===== src/rtl/cache_pkg.sv =====
// Shared widths and FSM encoding for the direct-mapped read cache controller.
// Latency: n/a (declarations only).
// Backpressure: n/a (declarations only).
package cache_pkg;

  localparam int ADR_W  = 15;
  localparam int TAG_W  = 3;
  localparam int IDX_W  = 10;
  localparam int OFF_W  = 2;
  localparam int BLK_W  = 128;
  localparam int WORD_W = 32;

  // Two-bit encoding; all four codes are live states.
  typedef enum logic [1:0] {
    IDLE    = 2'd0,
    COMPARE = 2'd1,
    FETCH   = 2'd2,
    FILL    = 2'd3
  } state_t;

endpackage


===== src/rtl/stat_counter.sv =====
// Free-running statistics counter that wraps silently on overflow.
// Latency: count reflects an inc pulse one cycle later.
// Backpressure: none; every inc pulse is counted.
module stat_counter #(
  parameter int W = 16
) (
  input  logic         clk,
  input  logic         rst,
  input  logic         inc,
  output logic [W-1:0] count
);

  // Increment on request; wrap from all-ones to zero with no sticky flag.
  always_ff @(posedge clk) begin
    if (rst) begin
      count <= '0;
    end else if (inc) begin
      count <= count + W'(1);
    end
  end

endmodule


===== src/rtl/cache_controller.sv =====
// Sequences CPU reads through a direct-mapped cache, fetching and filling a block on a miss.
// Latency: hit returns cpu_ready 2 cycles after acceptance; miss 4 + (FETCH cycles incl. the mem_ready cycle).
// Backpressure: one request in flight; cpu_read while busy is dropped, memory stalls FETCH via mem_ready.
module cache_controller
  import cache_pkg::*;
#(
  parameter int CNT_W = 16
) (
  input  logic               clk,
  input  logic               rst,
  input  logic               cpu_read,
  input  logic [ADR_W-1:0]   cpu_adr,
  output logic               cpu_ready,
  output logic [WORD_W-1:0]  cpu_data,
  output logic               cpu_busy,
  output logic [ADR_W-1:0]   cache_adr,
  output logic               cache_write,
  output logic [BLK_W-1:0]   cache_wblock,
  input  logic [WORD_W-1:0]  cache_rdata,
  input  logic               cache_hit,
  output logic               mem_read,
  output logic [ADR_W-1:0]   mem_adr,
  input  logic               mem_ready,
  input  logic [BLK_W-1:0]   mem_data,
  output logic [CNT_W-1:0]   access_count,
  output logic [CNT_W-1:0]   hit_count
);

  state_t             state;
  state_t             state_nxt;
  logic [ADR_W-1:0]   adr_q;
  logic [BLK_W-1:0]   blk_q;
  logic               first_q;
  logic               acc_inc;
  logic               hit_inc;
  logic               accept;
  logic               hit_return;

  assign accept     = (state == IDLE) && cpu_read;
  assign hit_return = (state == COMPARE) && cache_hit;

  // State register.
  always_ff @(posedge clk) begin
    if (rst) begin
      state <= IDLE;
    end else begin
      state <= state_nxt;
    end
  end

  // Next-state decode and counter strobes; a post-fill miss simply loops back to FETCH.
  always_comb begin
    state_nxt = state;
    acc_inc   = 1'b0;
    hit_inc   = 1'b0;
    case (state)
      IDLE: begin
        if (cpu_read) begin
          state_nxt = COMPARE;
          acc_inc   = 1'b1;
        end
      end
      COMPARE: begin
        if (cache_hit) begin
          state_nxt = IDLE;
          hit_inc   = first_q;
        end else begin
          state_nxt = FETCH;
        end
      end
      FETCH: begin
        if (mem_ready) begin
          state_nxt = FILL;
        end
      end
      FILL: begin
        state_nxt = COMPARE;
      end
      default: begin
        state_nxt = IDLE;
      end
    endcase
  end

  // Request latch, block buffer, first-compare flag and registered CPU return.
  always_ff @(posedge clk) begin
    if (rst) begin
      adr_q     <= '0;
      blk_q     <= '0;
      first_q   <= 1'b0;
      cpu_ready <= 1'b0;
      cpu_data  <= '0;
    end else begin
      cpu_ready <= hit_return;
      if (hit_return) begin
        cpu_data <= cache_rdata;
      end
      if (accept) begin
        adr_q   <= cpu_adr;
        first_q <= 1'b1;
      end else if (state == FILL) begin
        first_q <= 1'b0;
      end
      if ((state == FETCH) && mem_ready) begin
        blk_q <= mem_data;
      end
    end
  end

  assign mem_read     = (state == FETCH);
  assign cache_write  = (state == FILL);
  assign cpu_busy     = (state != IDLE);
  assign cache_wblock = blk_q;
  assign cache_adr    = adr_q;
  assign mem_adr      = {adr_q[ADR_W-1:OFF_W], {OFF_W{1'b0}}};

  stat_counter #(.W(CNT_W)) u_access_cnt (
    .clk   (clk),
    .rst   (rst),
    .inc   (acc_inc),
    .count (access_count)
  );

  stat_counter #(.W(CNT_W)) u_hit_cnt (
    .clk   (clk),
    .rst   (rst),
    .inc   (hit_inc),
    .count (hit_count)
  );

endmodule


===== config.mk =====
export PLATFORM = sky130hd
export DESIGN_NAME = cache_controller
export DESIGN_NICKNAME = d
export VERILOG_FILES = /design/src/rtl/cache_pkg.sv /design/src/rtl/stat_counter.sv /design/src/rtl/cache_controller.sv
export SDC_FILE = /design/constraint.sdc
export NUM_CORES = 1
export LEC_CHECK = 0
export ABC_AREA = 1
export CAP_MARGIN = 15
export CORE_AREA = 2 2 157 159
export CTS_CLUSTER_SIZE = 16
export DETAILED_ROUTE_END_ITERATION = 8
export DIE_AREA = 0 0 159 161
export PLACE_DENSITY_LB_ADDON = 0.12
export SETUP_SLACK_MARGIN = 0.2
export SLEW_MARGIN = 20
export SYNTH_ARGS = -nofsm -noshare
export SYNTH_HDL_FRONTEND = slang
export SYNTH_SLANG_ARGS = --single-unit

===== constraint.sdc =====
create_clock -name clk -period 1.35 [get_ports clk]
set_input_delay 0.27 -clock clk [delete_from_list [all_inputs] [get_ports clk]]
set_output_delay 0.27 -clock clk [all_outputs]
set_load 0.05 [all_outputs]

==> summary.json <==
{
  "crit_path_class": {"value": "reg -> out"},
  "numPlacedInstances": {"value": 1748},
  "finalWorstSetupSlack": {"value": -319, "unit": "ps"},
  "hold_end": {"value": "cache_wblock[23]"},
  "hold_buffers": {"value": 0},
  "post-synth-top-area-fraction": {"value": 53.1, "unit": "%"},
  "core": {"value": 24000, "unit": "um^2"},
  "worstRegToRegCells": {"value": 9},
  "floorplan.rows": {"value": 57},
  "holdPathStages": {"value": 3},
  "reg2reg_to": {"value": "cache_wblock[24]"},
  "critical_path.startpoint_type": {"value": "register"},
  "post_synth_main_area_contributors": {"value": "dfxtp_1 53%, nor2_1 19%, o21ai_0 11%"},
  "area_growth_syn_to_layout": {"value": 121, "unit": "%"},
  "initial_core_utilization": {"value": 33.2, "unit": "%"},
  "portBuffers": {"value": 403},
  "die_area": {"value": 25600, "unit": "um^2"},
  "drt_first_iter_violations": {"value": 499},
  "final_layout_size_suffix_gt1_share": {"value": 41.9, "unit": "%"},
  "clk-insertion-delay-late": {"value": 510, "unit": "ps"},
  "worst-r2r-setup-slack": {"value": -300, "unit": "ps"},
  "hpwl_reported_at_the_end_of_detailed_placement": {"value": 22300, "unit": "um"},
  "clock_sinks": {"value": 211},
  "globalRoute.totalOverflow": {"value": 0},
  "max-vdd-ir-drop": {"value": 1050, "unit": "uV"},
  "max_cap_violations": {"value": 0},
  "yosys.area.top_type": {"value": "dfxtp_1"},
  "die-width": {"value": 159, "unit": "um"},
  "netlist-cell-type-count": {"value": 34},
  "grt_max_degree": {"value": 43},
  "sequential_cell_area_fraction_in_the_yosys_report": {"value": 53.1, "unit": "%"},
  "drt.antenna.violating_nets": {"value": 0},
  "hold_violations": {"value": 0},
  "detailedRoute.firstPassIterationCount": {"value": 5},
  "clk_pin_slew": {"value": 60, "unit": "ps"},
  "number_of_global_route_vias_before_repair": {"value": 8402},
  "timing.final.crit_period": {"value": 1670, "unit": "ps"},
  "worst_r2r_startpoint": {"value": "state[1]"},
  "setup_viol_count_final": {"value": 212},
  "synth.avg_cell_area": {"value": 7.66, "unit": "um^2"},
  "synth.cell_area": {"value": 7960, "unit": "um^2"},
  "crit_path_max_fanout": {"value": 3},
  "grt_use_total": {"value": 23.2, "unit": "%"},
  "ioPinCount": {"value": 406},
  "final.period_utilization": {"value": 124, "unit": "%"},
  "final_cells": {"value": 1854},
  "vias_per_cell": {"value": 4.72},
  "powerDensity": {"value": 1330, "unit": "nW/um^2"},
  "rsz0062_at_grt": {"value": "yes"},
  "combined_area_of_the_multi_input_logic_cells": {"value": 3710, "unit": "um^2"},
  "tritoncts": {"value": "yes"},
  "wirelength": {"value": 32900, "unit": "um"},
  "holdWs": {"value": 350, "unit": "ps"},
  "filler_cell_count": {"value": 1680},
  "leakage": {"value": 6.92, "unit": "nW"},
  "grt_first_pass_wirelength": {"value": 47600, "unit": "um"},
  "clk_skew": {"value": 8.58, "unit": "ps"},
  "yosys_warnings": {"value": 0},
  "worst_ep_arrival_time": {"value": 1400, "unit": "ps"},
  "origin_of_the_worst_min_delay_path": {"value": "mem_data[23]"},
  "totalPowerFinal": {"value": 23.3, "unit": "mW"},
  "endpoint_kind": {"value": "output port"},
  "slew_viol_final": {"value": 0},
  "crit_required": {"value": 1080, "unit": "ps"},
  "drc": {"value": 0},
  "post_synth_inst_count": {"value": 1039},
  "antenna_found_initial": {"value": 1},
  "clock_tree.root_cell": {"value": "clkbuf_16"},
  "hp-class": {"value": "in -> reg"},
  "failed_checks": {"value": "negative setup slack"},
  "final-seq-area": {"value": 4500, "unit": "um^2"},
  "htree_levels": {"value": 1},
  "cts_buffers": {"value": 25},
  "max-clock-path-buffers": {"value": 3},
  "final_nets": {"value": 1698},
  "maxClockFrequency": {"value": 599, "unit": "MHz"},
  "die_y": {"value": 161, "unit": "um"},
  "status": {"value": "finished with violations"},
  "dr_total_vias": {"value": 8750},
  "final.setup.tns": {"value": -38480, "unit": "ps"},
  "gp_routability_congestion": {"value": 0.859},
  "synth.ff_latch_count": {"value": 211},
  "wl_per_cell": {"value": 17.8, "unit": "um"}
}
==> power breakdown <==
part	internal, mW	leakage (nW)	total (mW)	switching (mW)
logic	3.95	4.64	7.87	3.92
registers	6.83	1.79	7.49	0.661
clock network	5.18	0.482	7.90	2.72
total	16.0	6.92	23.3	7.30
==> metal layers <==
metal  share of wire (%)  wire [um]  global-route usage (%)  vias to the layer above
li1                    -          -                       -                     4240
met1                  39      12800                    26.7                     4108
met2                  52      17200                    43.1                      332
met3                 5.8       1910                    5.21                       70
met4                 3.0        989                    6.86                        0
met5                   0          0                       0                        -
==> layout by cell type, fill, tap and decap left out, drive strengths merged, types with 3 or more instances in the layout <==
cell	count
clkbuf	45
clkdlybuf4s50	179
bufinv	7
dfxtp	211
ha	7
nor2	413
xor2	6
nand4	5
o21ai	186
nand2	62
nor3	5
inv	31
buf	328
nand3	15
clkinv	3
a21oi	13
==> kinds of logic after synthesis <==
kind of cell / count (synthesis) / share of synthesized area (%)
buffers and inverters: 107 / 6.52
flip-flops: 211 / 53.1
AND/OR/NAND/NOR: 502 / 25.5
adder cells (fa/ha/maj): 7 / 1.10
XOR/XNOR: 7 / 0.770
other: 1 / 0.0471
AO/OA/AOI/OAI: 204 / 12.9
==> area by class of cell <==
| cell class | instances | share of cell area, % |
|---|---|---|
| repair buffers | 519 | 44.4 |
| flip-flops and latches | 211 | 25.6 |
| multi-input cells | 722 | 21.1 |
| clock buffers | 34 | 4.23 |
| well taps | 324 | 2.31 |
| clock inverters | 11 | 1.35 |
| inverters | 32 | 0.905 |
| diodes | 1 | 0.0143 |
==> worst max-delay path by stage <==
| stage | from | slack, ps | end |
|---|---|---|---|
| 4_1_cts | state[0] | -310 | cpu_busy |
| 5_1_grt | state[0] | -370 | u_access_cnt.count[13] |
| 6_report | state[0] | -320 | cpu_busy |
| 3_5_place_dp | cpu_read | -340 | u_access_cnt.count[15] |
| 3_3_place_gp | cpu_read | -310 | u_access_cnt.count[15] |
| 2_1_floorplan | state[1] | -40 | state[0] |
==> state kept, by name, indices dropped and copies added (netlist names) <==
signal,flops
u_hit_cnt.count,16
cache_adr,15
cpu_data,32
cpu_ready,1
first_q,1
u_access_cnt.count,16
cache_wblock,128
state,2
==> cells in the mapped netlist, drive strengths merged <==
master	number
nor3	5
o22ai	1
clkbuf	20
nand4	5
nor2	413
nand3	15
a31oi	2
nand2	62
o21ai	186
xnor2	1
inv	32
conb	1
o21bai	2
or2	1
ha	7
buf	55
xor2	6
a21oi	13
dfxtp	211
and2	1
==> worst max-delay path: stages, from the launching register on <==
cell	delay [ps]
dfxtp_4	360
inv_4	70
ha_4	150
clkinvlp_4	130
buf_12	170
==> stage by stage <==
step | utilization, % | setup WS [ps] | cell area (um^2)
2_1_floorplan | - | -38.0 | 8370
3_3_place_gp | 63.0 | -310 | 15100
3_5_place_dp | 63.0 | -343 | 15100
4_1_cts | 70.0 | -311 | 16800
5_1_grt | 73.3 | -369 | 17600
6_report | 73.3 | -319 | 17600
==> what timing repair did <==
action,in CTS,in global routing
endpoints found under the setup margin,434,435
resized for setup,180,109
buffers inserted,34,11
pin swaps,3,25
gates cloned,2,13
Note: power is estimated with default switching activity, not from simulation.
